[config.mk]
export PLATFORM = sky130hd
export DESIGN_NAME = seq_mult_flat
export DESIGN_NICKNAME = d
export VERILOG_FILES = /design/src/rtl/seq_mult_if.sv /design/src/rtl/seq_mult.sv /design/src/flat_wrapper.sv
export SDC_FILE = /design/constraint.sdc
export NUM_CORES = 1
export LEC_CHECK = 0
export ABC_AREA = 1
export BUFFER_PORTS_ARGS = -buffer_cell sky130_fd_sc_hd__clkbuf_2
export CAP_MARGIN = 20
export CORE_ASPECT_RATIO = 1.1
export CORE_MARGIN = 2
export CORE_UTILIZATION = 55
export CTS_BUF_LIST = sky130_fd_sc_hd__clkbuf_4 sky130_fd_sc_hd__clkbuf_8
export DETAILED_ROUTE_END_ITERATION = 12
export GPL_TIMING_DRIVEN = 0
export PLACE_DENSITY = 0.78
export SYNTH_ARGS = -nofsm -noshare
export SYNTH_HDL_FRONTEND = slang
export SYNTH_SLANG_ARGS = --single-unit
[constraint.sdc]
create_clock -name clk -period 4.7 [get_ports clk]
set_clock_uncertainty 0.15 [all_clocks]
set_input_delay 0.235 -clock clk [delete_from_list [all_inputs] [get_ports clk]]
set_output_delay 0.235 -clock clk [all_outputs]
set_load 0.01 [all_outputs]
[src/rtl/seq_mult_if.sv]
// seq_mult_if: operand/result handshake bundle for seq_mult.
//   in_valid/in_ready   operand handshake; in_a, in_b, in_signed ride with it
//   out_valid/out_ready result handshake; out_product rides with it
// master: producer of operands and consumer of results.
// slave : the multiplier.
interface seq_mult_if #(
  parameter int WIDTH = 10
);
  logic               in_valid;
  logic               in_ready;
  logic [WIDTH-1:0]   in_a;
  logic [WIDTH-1:0]   in_b;
  logic               in_signed;
  logic               out_valid;
  logic               out_ready;
  logic [2*WIDTH-1:0] out_product;

  modport master (
    output in_valid, in_a, in_b, in_signed, out_ready,
    input  in_ready, out_valid, out_product
  );

  modport slave (
    input  in_valid, in_a, in_b, in_signed, out_ready,
    output in_ready, out_valid, out_product
  );
endinterface

[src/rtl/seq_mult.sv]
// seq_mult: iterative shift-add multiplier, WIDTH x WIDTH -> 2*WIDTH bits,
// unsigned or two's-complement signed per operation (in_signed).
//   clk    rising-edge clock
//   rst_n  asynchronous active-low reset
//   bus    seq_mult_if slave: operand handshake in, result handshake out
// One partial product is retired per cycle; latency is WIDTH cycles from
// accept to out_valid, and one operation is in flight at a time.
//
// state | meaning
// IDLE  | waiting for operands, in_ready=1
// RUN   | retiring partial products, one per cycle
// DONE  | result held on out_product, out_valid=1 until taken
module seq_mult #(
  parameter int WIDTH = 10
) (
  input  logic      clk,
  input  logic      rst_n,
  seq_mult_if.slave bus
);
  localparam int PW = 2 * WIDTH;
  localparam int CW = $clog2(WIDTH);

  typedef enum logic [1:0] {IDLE, RUN, DONE} state_t;

  state_t           state, state_nxt;
  logic [PW-1:0]    a_sh;
  logic [PW-1:0]    acc;
  logic [PW-1:0]    acc_nxt;
  logic [PW-1:0]    prod;
  logic [WIDTH-1:0] b_sh;
  logic             sgn;
  logic [CW-1:0]    cnt;
  logic             last_step;
  logic             in_ready_i;
  logic             out_valid_i;
  logic             accept;

  assign last_step = (cnt == CW'(WIDTH - 1));
  assign accept    = bus.in_valid && in_ready_i;

  // a_sh already holds (extended a << i) at step i and b_sh[0] is bit i of b.
  // In signed mode the MSB of b weighs -2^(WIDTH-1), hence the subtract.
  always_comb begin
    acc_nxt = acc;
    if (b_sh[0]) begin
      if (last_step && sgn) acc_nxt = acc - a_sh;
      else                  acc_nxt = acc + a_sh;
    end
  end

  always_comb begin
    state_nxt   = state;
    in_ready_i  = 1'b0;
    out_valid_i = 1'b0;
    case (state)
      IDLE: begin
        in_ready_i = 1'b1;
        if (bus.in_valid) state_nxt = RUN;
      end
      RUN: begin
        if (last_step) state_nxt = DONE;
      end
      DONE: begin
        out_valid_i = 1'b1;
        if (bus.out_ready) state_nxt = IDLE;
      end
      default: state_nxt = IDLE;
    endcase
  end

  always_ff @(posedge clk or negedge rst_n) begin
    if (!rst_n) state <= IDLE;
    else        state <= state_nxt;
  end

  always_ff @(posedge clk or negedge rst_n) begin
    if (!rst_n) begin
      a_sh <= '0;
      b_sh <= '0;
      sgn  <= 1'b0;
      acc  <= '0;
      cnt  <= '0;
      prod <= '0;
    end else if (accept) begin
      a_sh <= bus.in_signed ? {{WIDTH{bus.in_a[WIDTH-1]}}, bus.in_a}
                            : {{WIDTH{1'b0}}, bus.in_a};
      b_sh <= bus.in_b;
      sgn  <= bus.in_signed;
      acc  <= '0;
      cnt  <= '0;
    end else if (state == RUN) begin
      acc  <= acc_nxt;
      a_sh <= a_sh << 1;
      b_sh <= b_sh >> 1;
      if (last_step) prod <= acc_nxt;
      else           cnt  <= cnt + 1'b1;
    end
  end

  assign bus.in_ready    = in_ready_i;
  assign bus.out_valid   = out_valid_i;
  assign bus.out_product = prod;
endmodule

[src/flat_wrapper.sv]
// flat-port wrapper written by rule: the top's interface ports become plain ports
module seq_mult_flat 
#(
  parameter int WIDTH = 10
)
  (clk, rst_n, bus_in_valid, bus_in_a, bus_in_b, bus_in_signed, bus_out_ready, bus_in_ready, bus_out_valid, bus_out_product);
  seq_mult_if #(.WIDTH(WIDTH)) bus_i ();
  input  logic clk;
  input  logic rst_n;
  input wire logic [$bits(bus_i.in_valid)-1:0] bus_in_valid;
  input wire logic [$bits(bus_i.in_a)-1:0] bus_in_a;
  input wire logic [$bits(bus_i.in_b)-1:0] bus_in_b;
  input wire logic [$bits(bus_i.in_signed)-1:0] bus_in_signed;
  input wire logic [$bits(bus_i.out_ready)-1:0] bus_out_ready;
  output wire logic [$bits(bus_i.in_ready)-1:0] bus_in_ready;
  output wire logic [$bits(bus_i.out_valid)-1:0] bus_out_valid;
  output wire logic [$bits(bus_i.out_product)-1:0] bus_out_product;
  assign bus_i.in_valid = bus_in_valid;
  assign bus_i.in_a = bus_in_a;
  assign bus_i.in_b = bus_in_b;
  assign bus_i.in_signed = bus_in_signed;
  assign bus_i.out_ready = bus_out_ready;
  assign bus_in_ready = bus_i.in_ready;
  assign bus_out_valid = bus_i.out_valid;
  assign bus_out_product = bus_i.out_product;
  seq_mult #(.WIDTH(WIDTH)) u_core (.clk(clk), .rst_n(rst_n), .bus(bus_i));
endmodule
# Word-level counts from Yosys, hierarchy flattened
# Cells that the tools add are included.
# W data, S select, Z words.
[totals]
reg_bits = 77
elab_cells = 43
out_inout_bits = 22
[op_classes]
n_eq_ne = 7
bitwise = 1
n_reduce_logical = 7
muxes = 18
addsub = 3
[op_table]
columns = ["cell", "n"]
rows = [
  ["$mux W20", 7],
  ["$add A20 B20 Y20", 1],
  ["$mux W10", 2],
  ["$sub A20 B20 Y20", 1],
  ["$mux W4", 3],
  ["$mux W2", 3],
  ["$ne A2 B2 Y1 const B", 3],
  ["$pmux W2 S3", 1],
  ["$reduce_and A3 Y1", 2],
  ["$add A4 B1 Y4 const B", 1],
  ["$eq A4 B4 Y1 const B", 1],
  ["$eq A2 B1 Y1 const B", 1],
  ["$eq A2 B2 Y1 const B", 1],
  ["$logic_and A1 B1 Y1", 2],
  ["$logic_not A2 Y1", 1],
  ["$mux W1", 2],
  ["$ne A2 B1 Y1 const B", 1],
  ["$reduce_and A2 Y1", 1],
  ["$reduce_bool A2 Y1", 1],
  ["$not A1 Y1", 1],
]

# Longest topological paths before layout
# Gate-level depths: netlist of the first run.
[logic_depth]
word_depth = 6
mapped_depth = 25

# Least setup slack after synthesis of the first run
# No wires, ideal clock.
[synth_path]
path_type = "reg-to-reg"
startpoint = "register u_core.a_sh[0]"
endpoint = "register u_core.prod[19], in the netlist u_core.bus.out_product[19]"
n_path_buf = 0
stages_incl_launch_ff = 26
slack_ns = 1.729
period_less_slack_ns = 2.971
arrival_time_ns = 2.703
cell_sequence = "dfrtp_1 -> inv_1 -> ha_1 -> inv_1 -> nor3_2 -> nand3_2 -> nor3_2 -> nand2_1 -> nor2_2 -> nand2_1 -> nand2_1 -> nand2_1 -> xor2_1 -> ha_1 -> inv_1 -> nor3_2 -> nand2_1 -> clkinv_1 -> nand2_1 -> and2_1 -> nand3_1 -> nand3_1 -> nand2_1 -> nand2_1 -> nand2_1 -> nand2_1"
[synth_via]
elab_chain_len = 3
[synth_lines]
columns = ["item", "line_no", "text"]
rows = [
  ["start, declared", "seq_mult.sv:26", "logic [PW-1:0] a_sh;"],
  ["start signal, assigned", "seq_mult.sv:85", "a_sh <= bus.in_signed ? {{WIDTH{bus.in_a[WIDTH-1]}}, bus.in_a}"],
  ["start signal, assigned", "seq_mult.sv:93", "a_sh <= a_sh << 1;"],
  ["$add A20 B20 Y20 / $sub A20 B20 Y20 (equally long branches)", "seq_mult.sv:47, seq_mult.sv:46", ""],
  ["$mux W20 (*)", "seq_mult.sv:46", "if (last_step && sgn) acc_nxt = acc - a_sh;"],
  ["$mux W20 (*)", "seq_mult.sv:45", "if (b_sh[0]) begin"],
  ["end signal, assigned", "seq_mult.sv:95", "if (last_step) prod <= acc_nxt;"],
  ["end, declared", "seq_mult.sv:29", "logic [PW-1:0] prod;"],
]
# Every way passes the cells marked *; elsewhere a longest branch is shown, timed or not.
# A chain may end at the register's enable or synchronous reset.

# Worst setup path in the final report of the first run
[layout_path]
startpoint = "register u_core.a_sh[1]"
endpoint = "register u_core.prod[19], in the netlist u_core.bus.out_product[19]"
# The elaborated chain is that of the path after synthesis.

==> results of run 1 <==
[what timing repair did]
item                                   in CTS  in global routing
setup endpoints to repair                   0                  0
endpoints found under the hold margin      50                  1
hold buffers                               22                  1
buffers inserted                            0                  0
[metrics by stage]
step           hold slack, ps  worst slack [ps]
2_1_floorplan          -210.6              1729
3_3_place_gp            271.6              1350
3_5_place_dp            94.38              1237
4_1_cts                 3.202              1199
5_1_grt                 59.18             773.8
6_report                39.35              1180
[metal layers]
metal | vias to the layer above | GRT usage [%]
li1 | 2293 | -
met1 | 2111 | 34.82
met2 | 124 | 47.36
met3 | 44 | 4.459
met4 | 0 | 14.49
met5 | - | 0
[kinds of logic (layout without fill, tap and decap cells)]
kind of cell | Yosys count | count (layout) | synth area share (%)
AOI/OAI and AO/OA | 108 | 108 | 13.40
adders and majority gates | 23 | 23 | 6.034
xor gates and xnor gates | 26 | 26 | 4.654
DFF | 77 | 77 | 39.38
and+or+nand+nor | 326 | 326 | 29.07
buffers and inverters | 93 | 179 | 7.466
[flip-flops by register name (all words and copies together) (netlist names)]
name,flops
u_core.acc,20
u_core.state,2
u_core.b_sh,10
u_core.a_sh,20
u_core.bus.out_product,20
u_core.cnt,4
u_core.sgn,1
[cells in the final DEF (no fill, tap or decap), types with 3 or more instances in the layout]
cell type,count
sky130_fd_sc_hd__dlygate4sd3_1,23
sky130_fd_sc_hd__nand2_1,196
sky130_fd_sc_hd__o211ai_1,8
sky130_fd_sc_hd__nand3_1,53
sky130_fd_sc_hd__a21oi_1,16
sky130_fd_sc_hd__o22ai_1,8
sky130_fd_sc_hd__nor3_1,3
sky130_fd_sc_hd__nand2_2,8
sky130_fd_sc_hd__o21bai_1,7
sky130_fd_sc_hd__o221ai_1,8
sky130_fd_sc_hd__nand4_1,3
sky130_fd_sc_hd__clkbuf_2,46
sky130_fd_sc_hd__a31oi_1,3
sky130_fd_sc_hd__nor2_2,8
sky130_fd_sc_hd__bufinv_16,3
sky130_fd_sc_hd__inv_1,68
sky130_fd_sc_hd__inv_2,3
sky130_fd_sc_hd__clkbuf_8,10
sky130_fd_sc_hd__o21ai_0,43
sky130_fd_sc_hd__dfrtp_1,77
sky130_fd_sc_hd__nor2_1,38
sky130_fd_sc_hd__buf_2,10
sky130_fd_sc_hd__clkbuf_1,8
sky130_fd_sc_hd__a21o_1,3
sky130_fd_sc_hd__xor2_1,24
sky130_fd_sc_hd__nor3_2,3
sky130_fd_sc_hd__o21ai_1,4
sky130_fd_sc_hd__or2_2,7
sky130_fd_sc_hd__ha_1,22
sky130_fd_sc_hd__nor2_4,4
[worst min path at each step]
stage,startpoint,end,depth (start not counted),slack (ps)
floorplan,rst_n,u_core.a_sh[0],0,-210
global placement,bus_out_ready,u_core.state[1],2,270
detailed placement,rst_n,u_core.a_sh[2],1,90
CTS,bus_in_valid,u_core.b_sh[9],2,3
global route,bus_in_signed,u_core.sgn,3,60
finish,bus_in_signed,u_core.sgn,3,40
[worst register-to-register path: cells and delay by family, from the launching register on]
family                   cells  cell delay [ps]
AND/OR/NAND/NOR             17             1780
adder cells (fa/ha/maj)      2              590
flip-flops                   1              400
buffers and inverters        3              240
AO/OA/AOI/OAI                1              150
XOR/XNOR                     1              100
[cell type report]
class	count	share of cell area (%)
sequential	77	33.37
timing repair buffer	70	8.494
clock buffer	10	2.384
multi-input combinational	483	45.05
inverter	74	4.854
clock inverter	6	1.907
buffer	19	1.473
tap	114	2.470
==> results.md, run 1 <==
- Result of the run: completed
- Routability congestion estimate from global placement: 0.9555
- Detailed placement HPWL: 9.403 mm
- Non-filler cells in the finished layout: 853
- Hold/Removal Path Class: input port to flip-flop
- Number of placement rows: 36
- Initial cell density of the core: 56.00%
- Peak clock frequency supported by timing: 0.2841 GHz
- X dimension of the die: 93.94 um
- Leading register cell type out of synthesis: sky130_fd_sc_hd__dfrtp_1
- Number of cells on the worst reg-to-reg path: 24
- Cell area after layout: 5774 sq um
- Crit path required time: 4800 ps
- Overall fraction of global-route tracks in use: 28.01%
- Share of synthesized registers carrying an async set or reset: 100.0%
- Post-route met1 wirelength: 5.265 mm
- Bufs on Longest Clock Path: 2
- Post-detailed-route count of antenna-violating nets: 0
- Source-to-sink clock delay at the later pin of the worst-skew pair: 360 ps
- Setup crit start: u_core.a_sh[1]
- Top fanout value on the critical path: 7
- Area grow syn2layout: 18.00%
- First-pass DRT Iterations: 5
- H-tree depth: 3
- Number of diodes added for antenna fixing: 0
- Total of max-cap violations: 0
- Crit path capture: u_core.bus.out_product[19]
- Critical path's most frequent cell: sky130_fd_sc_hd__nand2_1
- Final count of hold timing violations: 0
- Setup repair after global routing missed its margin: false
- Portion of the post-synthesis area used by sequential elements: 39.38%
- Post-synthesis instance area: 4893 sq um
- Fraction of the core area covered by cells at the end of the flow: 66.08%
- Post-Place Cells: 814
- Avg Synthesized Cell Area: 7.494 sq um
- Via density per instance: 5.360
- Number of clock sinks: 77
- Critical path capture point type: flip-flop
- Reg2reg start: u_core.a_sh[1]
- Area share of the largest cell type after synthesis: 39.38%
- Std-Cell Core Area: 8738 sq um
- EDFF count, synth: 0
- Highest routing layer actually used: met4
- WS Path Type: flip-flop to flip-flop
- Final period util: 74.88%
- Max-slew violations: 0
- Layout cells sized above 1: 15.29%
- Maximum number of pins on one net before global-route repair: 49
- Startpoint types: flip-flop
- Final-layout setup total negative slack: 0 ps
- Initial detailed-routing violation count: 239
- Wire length after detailed routing: 12.35 mm
- Root buffer cell: sky130_fd_sc_hd__clkbuf_8
- Wirelength per Cell: 14.47 um
- Cell type with the largest total area after synthesis: sky130_fd_sc_hd__dfrtp_1
- Final Critical Period: 3520 ps
- Area used by multi-input combinational logic: 2601 sq um
- Vias: 4,572
- I/O pin count: 47
- RR Endpoint: u_core.bus.out_product[19]
- Post-route DRC violation count: 0
- Buf/Inv on CP: 3
- Antenna violations before repair: 0
- Placed inst area: 5296 sq um
- Data arrival, critical path: 3620 ps
- Register bit total from synthesis: 77
- Critical Path, Cell by Cell: inv_1 -> ha_1 -> inv_1 -> nor3_2 -> nand3_2 -> nor3_2 -> nand2_1 -> nor2_2 -> nor2_1 -> a21oi_2 -> xor2_1 -> ha_1 -> nand2_2 -> nor3_2 -> nand2_1 -> clkinv_1 -> nand2_1 -> and2_1 -> nand3_1 -> nand3_1 -> nand2_1 -> nand2_1 -> nand2_1 -> nand2_1
- Total Die Area: 9669 sq um
- Congestion Overflow GR: 0
- R2r setup slk: 1180 ps
- Number of global-route vias before repair: 4,575
- Count of port buffers added during placement: 46
- Length of routed met3 wiring: 573 um
- TritonCTS clock tree: yes
- Net count, final: 782
- Detailed route wirelength on metal2: 6.004 mm
- Highest-delay cell along the critical path: sky130_fd_sc_hd__ha_1
- Cell family with the largest share of critical-path delay: simple AND/OR/NAND/NOR gates
- Leading cell types by total area after synthesis: sky130_fd_sc_hd__dfrtp_1 39%, sky130_fd_sc_hd__nand2_1 15%, sky130_fd_sc_hd__ha_1 5.6%
- Most numerous cell in the Yosys netlist: sky130_fd_sc_hd__nand2_1
- Maximum single-stage delay on the critical path: 420 ps
- Crit. path cell count: 24
- Number of unique standard cell types used by synthesis: 38
- Total of warnings raised by yosys: 0
- Post-cts resize count: 0
- Sequential cell area: 1927 sq um
- CTS buffer count: 9
- Remaining max-slew budget at the tightest pin: 63.96%
- Global-route wire length before repair: 21.02 mm
- Final number of setup-violating endpoints: 0
- Cells after synthesis: 653
- Clock transition at the registers of the reported paths: 80 ps
- Syn_nets: 701
- Vertical die dimension: 102.9 um
- Filler cell count: 754
- Worst slew pin tran: 540.6 ps
- Commonest cells in the netlist: 196 x sky130_fd_sc_hd__nand2_1, 77 x sky130_fd_sc_hd__dfrtp_1, 68 x sky130_fd_sc_hd__inv_1, 53 x sky130_fd_sc_hd__nand3_1, 43 x sky130_fd_sc_hd__o21ai_0
Power of run 1 is left out: the tool's default activity adds up to more than one toggle a clock period on the data nets, which glitch-free logic cannot reach.
==> inputs of run 2 (changes only) <==
==> constraint.sdc (replaced) <==
create_clock -name clk -period 3.39 [get_ports clk]
set_clock_uncertainty 0.15 [all_clocks]
set_input_delay 0.1695 -clock clk [delete_from_list [all_inputs] [get_ports clk]]
set_output_delay 0.1695 -clock clk [all_outputs]
set_load 0.01 [all_outputs]
==> run 2 against run 1 <==
Compared with the run above:
- the run now ends with negative setup slack left
- first-iteration DRC count shrank 8.4%
- count of clock-buffer cells in the layout is the same
- utilization grew 4.4 points
- highest routed layer unchanged
- largest cell class unchanged
- critical endpoint unchanged
- maximum frequency grew 3.1%
==> results.md, run 2 (synthesis results as in run 1) <==
- Number of clock sinks: 77 (unchanged)
- Crit path required time: 3560 ps (was 4800 ps)
- Antenna violations before repair: 0 (unchanged)
- Number of global-route vias before repair: 4,601 (was 4,575)
- Worst slew pin tran: 531.5 ps (was 540.6 ps)
- Result of the run: finished with violations (was completed)
- Peak clock frequency supported by timing: 0.2929 GHz (was 0.2841 GHz)
- CTS buffer count: 9 (unchanged)
- Data arrival, critical path: 3580 ps (was 3620 ps)
- Area grow syn2layout: 25.80% (was 18.00%)
- Congestion Overflow GR: 0 (unchanged)
- Total Die Area: 9669 sq um (unchanged)
- Overall fraction of global-route tracks in use: 28.16% (was 28.01%)
- Source-to-sink clock delay at the later pin of the worst-skew pair: 380 ps (was 360 ps)
- Std-Cell Core Area: 8738 sq um (unchanged)
- Most common cell after layout, fill and taps aside: sky130_fd_sc_hd__nand2_1 (unchanged)
- Initial detailed-routing violation count: 219 (was 239)
- Worst hold-check slack: 59.24 ps (was 39.35 ps)
- Failing checks: negative setup slack
- Detailed placement HPWL: 9.403 mm (unchanged)
- TritonCTS clock tree: yes (unchanged)
- Post-detailed-route count of antenna-violating nets: 0 (unchanged)
- Layout cells sized above 1: 22.44% (was 15.29%)
- Wire length after detailed routing: 13.14 mm (was 12.35 mm)
- Final period util: 100.7% (was 74.88%)
- Number of placement rows: 36 (unchanged)
- Critical path capture point type: flip-flop (unchanged)
- Number of diodes added for antenna fixing: 0 (unchanged)
- Commonest cells after routing, fill and taps aside: 183 x sky130_fd_sc_hd__nand2_1, 77 x sky130_fd_sc_hd__dfrtp_1, 64 x sky130_fd_sc_hd__inv_1 (was 196 x sky130_fd_sc_hd__nand2_1, 77 x sky130_fd_sc_hd__dfrtp_1, 68 x sky130_fd_sc_hd__inv_1)
- Final-layout setup total negative slack: -23.72 ps (was 0 ps)
- Placed inst area: 5296 sq um (unchanged)
- I/O pin count: 47 (unchanged)
- Bufs on Longest Clock Path: 2 (unchanged)
- Maximum number of pins on one net before global-route repair: 49 (unchanged)
- Vias: 4,725 (was 4,572)
- Via density per instance: 5.450 (was 5.360)
- Hold/Removal Path Class: input port to flip-flop (unchanged)
- Vertical die dimension: 102.9 um (unchanged)
- Post-route DRC violation count: 0 (unchanged)
- Cell area after layout: 6156 sq um (was 5774 sq um)
- Routability congestion estimate from global placement: 0.9555 (unchanged)
- Top fanout value on the critical path: 3 (was 7)
- Initial cell density of the core: 56.00% (unchanged)
- Clock transition at the registers of the reported paths: 80 ps (about the same)
- First-pass DRT Iterations: 5 (unchanged)
- Global-route wire length before repair: 21.14 mm (was 21.02 mm)
- Total of max-cap violations: 0 (unchanged)
- WS Path Type: flip-flop to flip-flop (unchanged)
- Max-slew violations: 0 (unchanged)
- Final number of setup-violating endpoints: 1 (was 0)
- Startpoint types: flip-flop (unchanged)
- Final count of hold timing violations: 0 (unchanged)
- Setup repair after global routing missed its margin: true (was false)
- X dimension of the die: 93.94 um (unchanged)
- Count of port buffers added during placement: 46 (unchanged)
- Root buffer cell: sky130_fd_sc_hd__clkbuf_8 (unchanged)
- Remaining max-slew budget at the tightest pin: 64.56% (was 63.96%)
- Final Critical Period: 3414 ps (was 3520 ps)
- H-tree depth: 3 (unchanged)
- Final setup slack of the worst path: -23.72 ps (was 1180 ps)
- Wirelength per Cell: 15.15 um (was 14.47 um)
- Net count, final: 796 (was 782)
[run 2: worst paths after layout]
path,cells past startpoint,endpoint,startpoint,slack (ps)
worst max-delay path,24,u_core.bus.out_product[19],u_core.a_sh[1],-20
worst min-delay path,4,u_core.cnt[2],bus_in_valid,60
worst max register to register,24,u_core.bus.out_product[19],u_core.a_sh[1],-20
worst min register to register,1,u_core.cnt[3],u_core.cnt[3],320
max in group asynchronous,3,u_core.acc[15],rst_n,2350
min in group asynchronous,2,u_core.a_sh[0],rst_n,150
[run 2: metrics by stage]
stage	instances	utilization (%)	worst slack, ps
after floorplan	653	-	419.2
after CTS	855	66.72	-51.56
final	867	70.45	-23.72
after global placement	813	60.27	40.20
after global routing	867	70.45	-144.3
after detailed placement	814	60.61	-72.61
[run 2: critical path: stages, from the launching register on]
cell and delay, ps:
sky130_fd_sc_hd__dfrtp_1 420, sky130_fd_sc_hd__inv_2 100, sky130_fd_sc_hd__ha_4 130, sky130_fd_sc_hd__inv_2 40, sky130_fd_sc_hd__nor3_4 130, sky130_fd_sc_hd__nand3_2 140, sky130_fd_sc_hd__nor3_4 210, sky130_fd_sc_hd__nand2_2 100
sky130_fd_sc_hd__nor2_4 160, sky130_fd_sc_hd__nand2_2 60, sky130_fd_sc_hd__nand2_2 100, sky130_fd_sc_hd__nand2_2 50, sky130_fd_sc_hd__xor2_1 140, sky130_fd_sc_hd__ha_1 310, sky130_fd_sc_hd__buf_6 140, sky130_fd_sc_hd__a21oi_2 110
sky130_fd_sc_hd__nand2_1 80, sky130_fd_sc_hd__a21oi_2 160, sky130_fd_sc_hd__and2_4 170, sky130_fd_sc_hd__nand3_2 60, sky130_fd_sc_hd__nand3_1 70, sky130_fd_sc_hd__nand2_1 80, sky130_fd_sc_hd__nand2_2 80, sky130_fd_sc_hd__nand2_2 70
sky130_fd_sc_hd__nand2_1 70
[run 2: timing repair]
action	4_1_cts	5_1_grt
buffers inserted	1	12
endpoints found under the setup margin	11	24
gates cloned	0	0
pin swaps	2	21
hold endpoints to repair	51	0
hold buffers	24	0
resized for setup	10	55
[run 2: cell type report]
type	count	area [sq um]
buffer	19	95.09
clock buffer	10	137.6
clock inverter	6	110.1
fill	703	2582
inverter	74	282.8
multi-input combinational	483	2859
sequential	77	1927
tap	114	142.6
timing repair buffer	84	601.8
[run 2: layer usage]
metal  track usage [%]  part of all wire [%]
met1             34.74                    43
met2             47.97                    49
met3             4.459                   3.5
met4             14.49                   4.0
met5                 0                     0
Power of run 2 is left out for the same reason.
==> inputs of run 3 (changes only) <==
--- a/config.mk
+++ b/config.mk
@@ -5,7 +5,6 @@
 export SDC_FILE = /design/constraint.sdc
 export NUM_CORES = 1
 export LEC_CHECK = 0
-export ABC_AREA = 1
 export BUFFER_PORTS_ARGS = -buffer_cell sky130_fd_sc_hd__clkbuf_2
 export CAP_MARGIN = 20
 export CORE_ASPECT_RATIO = 1.1
@@ -14,7 +13,7 @@
 export CTS_BUF_LIST = sky130_fd_sc_hd__clkbuf_4 sky130_fd_sc_hd__clkbuf_8
 export DETAILED_ROUTE_END_ITERATION = 12
 export GPL_TIMING_DRIVEN = 0
-export PLACE_DENSITY = 0.78
+export PLACE_DENSITY_LB_ADDON = 0.1
 export SYNTH_ARGS = -nofsm -noshare
 export SYNTH_HDL_FRONTEND = slang
 export SYNTH_SLANG_ARGS = --single-unit
==> run 3 against run 2 <==
Compared with the run above:
- the flow still finishes with violations (negative setup slack)
- setup slack worse by 120 ps
- first-iteration DRC count increased by 8.7%
- global-route usage rose by 1.6 points
- critical path depth decreased by 9
- die area is 7.9% lower
- sequential share of layout area is 0.11 points higher
- flip-flop and latch count unchanged
- register-to-register slack worse by 120 ps
- area after synthesis is 8.2% lower
- routed wire length decreased by 1.1%
- maximum frequency fell by 3.5%
- non-clock buffer count is 39 higher
- highest routed layer unchanged
==> results.md, run 3 <==
- Max-slew violations: 0 (unchanged)
- Reg2reg start: u_core.a_sh[1] (unchanged)
- Hold/Removal Path Class: input port to asynchronous set/reset pin (was input port to flip-flop)
- Highest-delay cell along the critical path: sky130_fd_sc_hd__dfrtp_2 (was sky130_fd_sc_hd__dfrtp_1)
- Wire length after detailed routing: 12.99 mm (was 13.14 mm)
- Syn_nets: 537 (was 701)
- Total of max-cap violations: 0 (unchanged)
- Avg Synthesized Cell Area: 9.183 sq um (was 7.494 sq um)
- Critical path's most frequent cell: sky130_fd_sc_hd__a21o_1 (was sky130_fd_sc_hd__nand2_2)
- Remaining max-slew budget at the tightest pin: 54.92% (was 64.56%)
- Detailed placement HPWL: 8.278 mm (was 9.403 mm)
- Cell type with the largest total area after synthesis: sky130_fd_sc_hd__dfrtp_1 (unchanged)
- WS Path Type: flip-flop to flip-flop (unchanged)
- Register bit total from synthesis: 77 (unchanged)
- Worst slew pin tran: 676.2 ps (was 531.5 ps)
- Total Die Area: 8905 sq um (was 9669 sq um)
- R2r setup slk: -150 ps (was -20 ps)
- Final period util: 104.3% (was 100.7%)
- Number of global-route vias before repair: 4,263 (was 4,601)
- Post-detailed-route count of antenna-violating nets: 0 (unchanged)
- Critical path capture point type: flip-flop (unchanged)
- Crit path required time: 3540 ps (was 3560 ps)
- Via density per instance: 5.822 (was 5.450)
- Total of warnings raised by yosys: 0 (unchanged)
- Mux cell area share after synthesis: 2.675% (was 0%)
- Global-route wire length before repair: 20.95 mm (was 21.14 mm)
- Overall fraction of global-route tracks in use: 29.77% (was 28.16%)
- Number of cells on the worst reg-to-reg path: 15 (was 24)
- Xor and xnor area share after synthesis: 7.412% (was 4.654%)
- Wirelength per Cell: 17.74 um (was 15.15 um)
- Final setup slack of the worst path: -146.6 ps (was -23.72 ps)
- Leading register cell type out of synthesis: sky130_fd_sc_hd__dfrtp_1 (unchanged)
- Peak clock frequency supported by timing: 0.2828 GHz (was 0.2929 GHz)
- Top fanout value on the critical path: 4 (was 3)
- Number of diodes added for antenna fixing: 0 (unchanged)
- Result of the run: finished with violations (unchanged)
- Share of synthesized cell area in full adder, half adder and majority cells: 6.576% (was 6.034%)
- Count of port buffers added during placement: 46 (unchanged)
- Bufs on Longest Clock Path: 2 (unchanged)
- I/O pin count: 47 (unchanged)
- Crit path capture: u_core.acc[19] (was u_core.bus.out_product[19])
- Setup crit start: u_core.a_sh[1] (unchanged)
- Maximum single-stage delay on the critical path: 440 ps (was 420 ps)
- Largest family of logic cells by synthesized area: compound AO/OA/AOI/OAI gates (was simple AND/OR/NAND/NOR gates)
- Data arrival, critical path: 3690 ps (was 3580 ps)
- Placed inst area: 4930 sq um (was 5296 sq um)
- Most numerous cell in the Yosys netlist: sky130_fd_sc_hd__nand2_1 (unchanged)
- Routability congestion estimate from global placement: 0.8890 (was 0.9555)
- TritonCTS clock tree: yes (unchanged)
- Number of unique standard cell types used by synthesis: 51 (was 38)
- Commonest cells after routing, fill and taps aside: 80 x sky130_fd_sc_hd__nand2_1, 69 x sky130_fd_sc_hd__dfrtp_1, 48 x sky130_fd_sc_hd__buf_4 (was 183 x sky130_fd_sc_hd__nand2_1, 77 x sky130_fd_sc_hd__dfrtp_1, 64 x sky130_fd_sc_hd__inv_1)
- Final number of setup-violating endpoints: 7 (was 1)
- Final Critical Period: 3537 ps (was 3414 ps)
- Congestion Overflow GR: 0 (unchanged)
- Std-Cell Core Area: 7913 sq um (was 8738 sq um)
- Clock transition at the registers of the reported paths: 90 ps (was 80 ps)
- Area grow syn2layout: 37.34% (was 25.80%)
- Area share of the largest cell type after synthesis: 42.91% (was 39.38%)
- RR Endpoint: u_core.acc[19] (was u_core.bus.out_product[19])
- X dimension of the die: 90.16 um (was 93.94 um)
- Antenna violations before repair: 0 (unchanged)
- Initial detailed-routing violation count: 238 (was 219)
- Number of clock sinks: 77 (unchanged)
- Portion of the post-synthesis area used by sequential elements: 42.91% (was 39.38%)
- EDFF count, synth: 0 (unchanged)
- Cells after synthesis: 489 (was 653)
- Share of synthesized registers carrying an async set or reset: 100.0% (unchanged)
- Vertical die dimension: 98.77 um (was 102.9 um)
- Most common cell after layout, fill and taps aside: sky130_fd_sc_hd__nand2_1 (unchanged)
- Leading cell types by total area after synthesis: sky130_fd_sc_hd__dfrtp_1 43%, sky130_fd_sc_hd__nand2_1 6.9%, sky130_fd_sc_hd__ha_1 6.1% (was sky130_fd_sc_hd__dfrtp_1 39%, sky130_fd_sc_hd__nand2_1 15%, sky130_fd_sc_hd__ha_1 5.6%)
- Root buffer cell: sky130_fd_sc_hd__clkbuf_8 (unchanged)
- Initial cell density of the core: 56.75% (was 56.00%)
- Final count of hold timing violations: 0 (unchanged)
- First-pass DRT Iterations: 5 (unchanged)
- Post-route DRC violation count: 0 (unchanged)
- Layout cells sized above 1: 31.25% (was 22.44%)
- Setup repair after global routing missed its margin: true (unchanged)
- Post-synthesis compound-gate area fraction: 20.87% (was 13.40%)
- Cell area after layout: 6167 sq um (was 6156 sq um)
- Post-synthesis instance area: 4491 sq um (was 4893 sq um)
- Synthesized-area fraction occupied by and/or/nand/nor cells: 15.94% (was 29.07%)
- Failing checks: negative setup slack (unchanged)
- Source-to-sink clock delay at the later pin of the worst-skew pair: 360 ps (was 380 ps)
- H-tree depth: 3 (unchanged)
- Vias: 4,262 (was 4,725)
- Critical Path, Cell by Cell: inv_2 -> ha_4 -> nand2b_4 -> nor2b_4 -> nand3_4 -> o21ai_2 -> xor2_1 -> ha_2 -> a21o_1 -> a21o_1 -> a221o_1 -> a31o_1 -> xnor2_2 -> or4_1 -> nand3_1 (was inv_2 -> ha_4 -> inv_2 -> nor3_4 -> nand3_2 -> nor3_4 -> nand2_2 -> nor2_4 -> nand2_2 -> nand2_2 -> nand2_2 -> xor2_1 -> ha_1 -> buf_6 -> a21oi_2 -> nand2_1 -> a21oi_2 -> and2_4 -> nand3_2 -> nand3_1 -> nand2_1 -> nand2_2 -> nand2_2 -> nand2_1)
- Commonest cells in the netlist: 83 x sky130_fd_sc_hd__nand2_1, 77 x sky130_fd_sc_hd__dfrtp_1, 43 x sky130_fd_sc_hd__o21ai_0, 37 x sky130_fd_sc_hd__a21oi_1, 32 x sky130_fd_sc_hd__nor2_1 (was 196 x sky130_fd_sc_hd__nand2_1, 77 x sky130_fd_sc_hd__dfrtp_1, 68 x sky130_fd_sc_hd__inv_1, 53 x sky130_fd_sc_hd__nand3_1, 43 x sky130_fd_sc_hd__o21ai_0)
- Maximum number of pins on one net before global-route repair: 44 (was 49)
- Startpoint types: flip-flop (unchanged)
- Number of placement rows: 34 (was 36)
- Net count, final: 667 (was 796)
- CTS buffer count: 9 (unchanged)
-- run 3: cell count changes after synthesis, moves of 8 or more --
cell | previous run | this run
sky130_fd_sc_hd__mux2i_1 | 0 | 12
sky130_fd_sc_hd__nor2_2 | 8 | 0
sky130_fd_sc_hd__nand2_2 | 8 | 0
sky130_fd_sc_hd__clkbuf_1 | 8 | 16
sky130_fd_sc_hd__a22oi_1 | 2 | 19
sky130_fd_sc_hd__inv_1 | 68 | 10
sky130_fd_sc_hd__xnor2_1 | 2 | 21
sky130_fd_sc_hd__nand2_1 | 196 | 83
sky130_fd_sc_hd__a21oi_1 | 16 | 37
sky130_fd_sc_hd__buf_2 | 10 | 1
sky130_fd_sc_hd__nand3_1 | 53 | 12
sky130_fd_sc_hd__a22o_1 | 0 | 11
sky130_fd_sc_hd__o221ai_1 | 8 | 0
sky130_fd_sc_hd__o22ai_1 | 8 | 0
-- run 3: timing repair --
item	in CTS	in global routing
cloned	0	0
pin swaps	36	26
setup endpoints to repair	22	22
hold buffers	23	0
buffers inserted	35	15
hold endpoints to repair	56	0
resized for setup	50	44
-- run 3: worst max-delay path: cells and delay by family (launching register included) --
family,cells,cell delay (ps)
simple gates,5,860
compound gates,5,1070
xor+xnor,2,370
fa+ha+maj,2,470
buf+inv,1,90
flops,1,440
-- run 3: cell families (layout without fill, tap and decap cells) --
| family | count (synthesis) | after routing |
|---|---|---|
| mux | 12 | 12 |
| xor+xnor | 38 | 38 |
| simple gates | 158 | 158 |
| flops | 77 | 77 |
| fa+ha+maj | 23 | 23 |
| buf+inv | 33 | 168 |
| compound gates | 148 | 148 |
-- run 3: layout make-up --
| class | count | area, sq um |
|---|---|---|
| tap | 108 | 135.1 |
| multi-input combinational | 379 | 2780 |
| timing repair buffer | 120 | 890.9 |
| clock inverter | 3 | 67.56 |
| fill | 522 | 1745 |
| buffer | 22 | 152.6 |
| clock buffer | 13 | 166.4 |
| sequential | 77 | 1937 |
| inverter | 10 | 37.54 |
-- run 3: how the worst min path moves through the flow --
stage                       start         endpoint  slack [ps]  depth (start not counted)
finish                      rst_n   u_core.acc[15]         180                          2
global placement    bus_out_ready  u_core.state[1]         210                          2
CTS                  bus_in_valid  u_core.a_sh[15]         160                          4
detailed placement          rst_n   u_core.acc[15]          40                          1
global route                rst_n   u_core.acc[15]         230                          2
floorplan                   rst_n   u_core.a_sh[0]        -280                          0
-- run 3: per-stage QoR --
step                hold slack [ps]  setup TNS (ps)  util [%]  worst slack, ps  instances
detailed placement            44.91           -5076     62.30           -570.2        644
global route                  232.5           -2326     77.94           -260.3        732
CTS                           163.5          -191.5     74.48           -97.92        718
global placement              214.4           -4144     62.02           -484.0        643
finish                        179.1          -397.3     77.94           -146.6        732
floorplan                    -276.1               0         -            9.288        489
-- run 3: routing by layer --
| metal | vias to the layer above | GRT usage, % | share of wire [%] |
|---|---|---|---|
| met4 | 0 | 12.54 | 3.4 |
| met3 | 35 | 5.352 | 5.4 |
| li1 | 1999 | - | - |
| met1 | 2086 | 37.31 | 41 |
| met2 | 142 | 51.01 | 50 |
| met5 | - | 0 | 0 |
Power of run 3 is left out for the same reason.
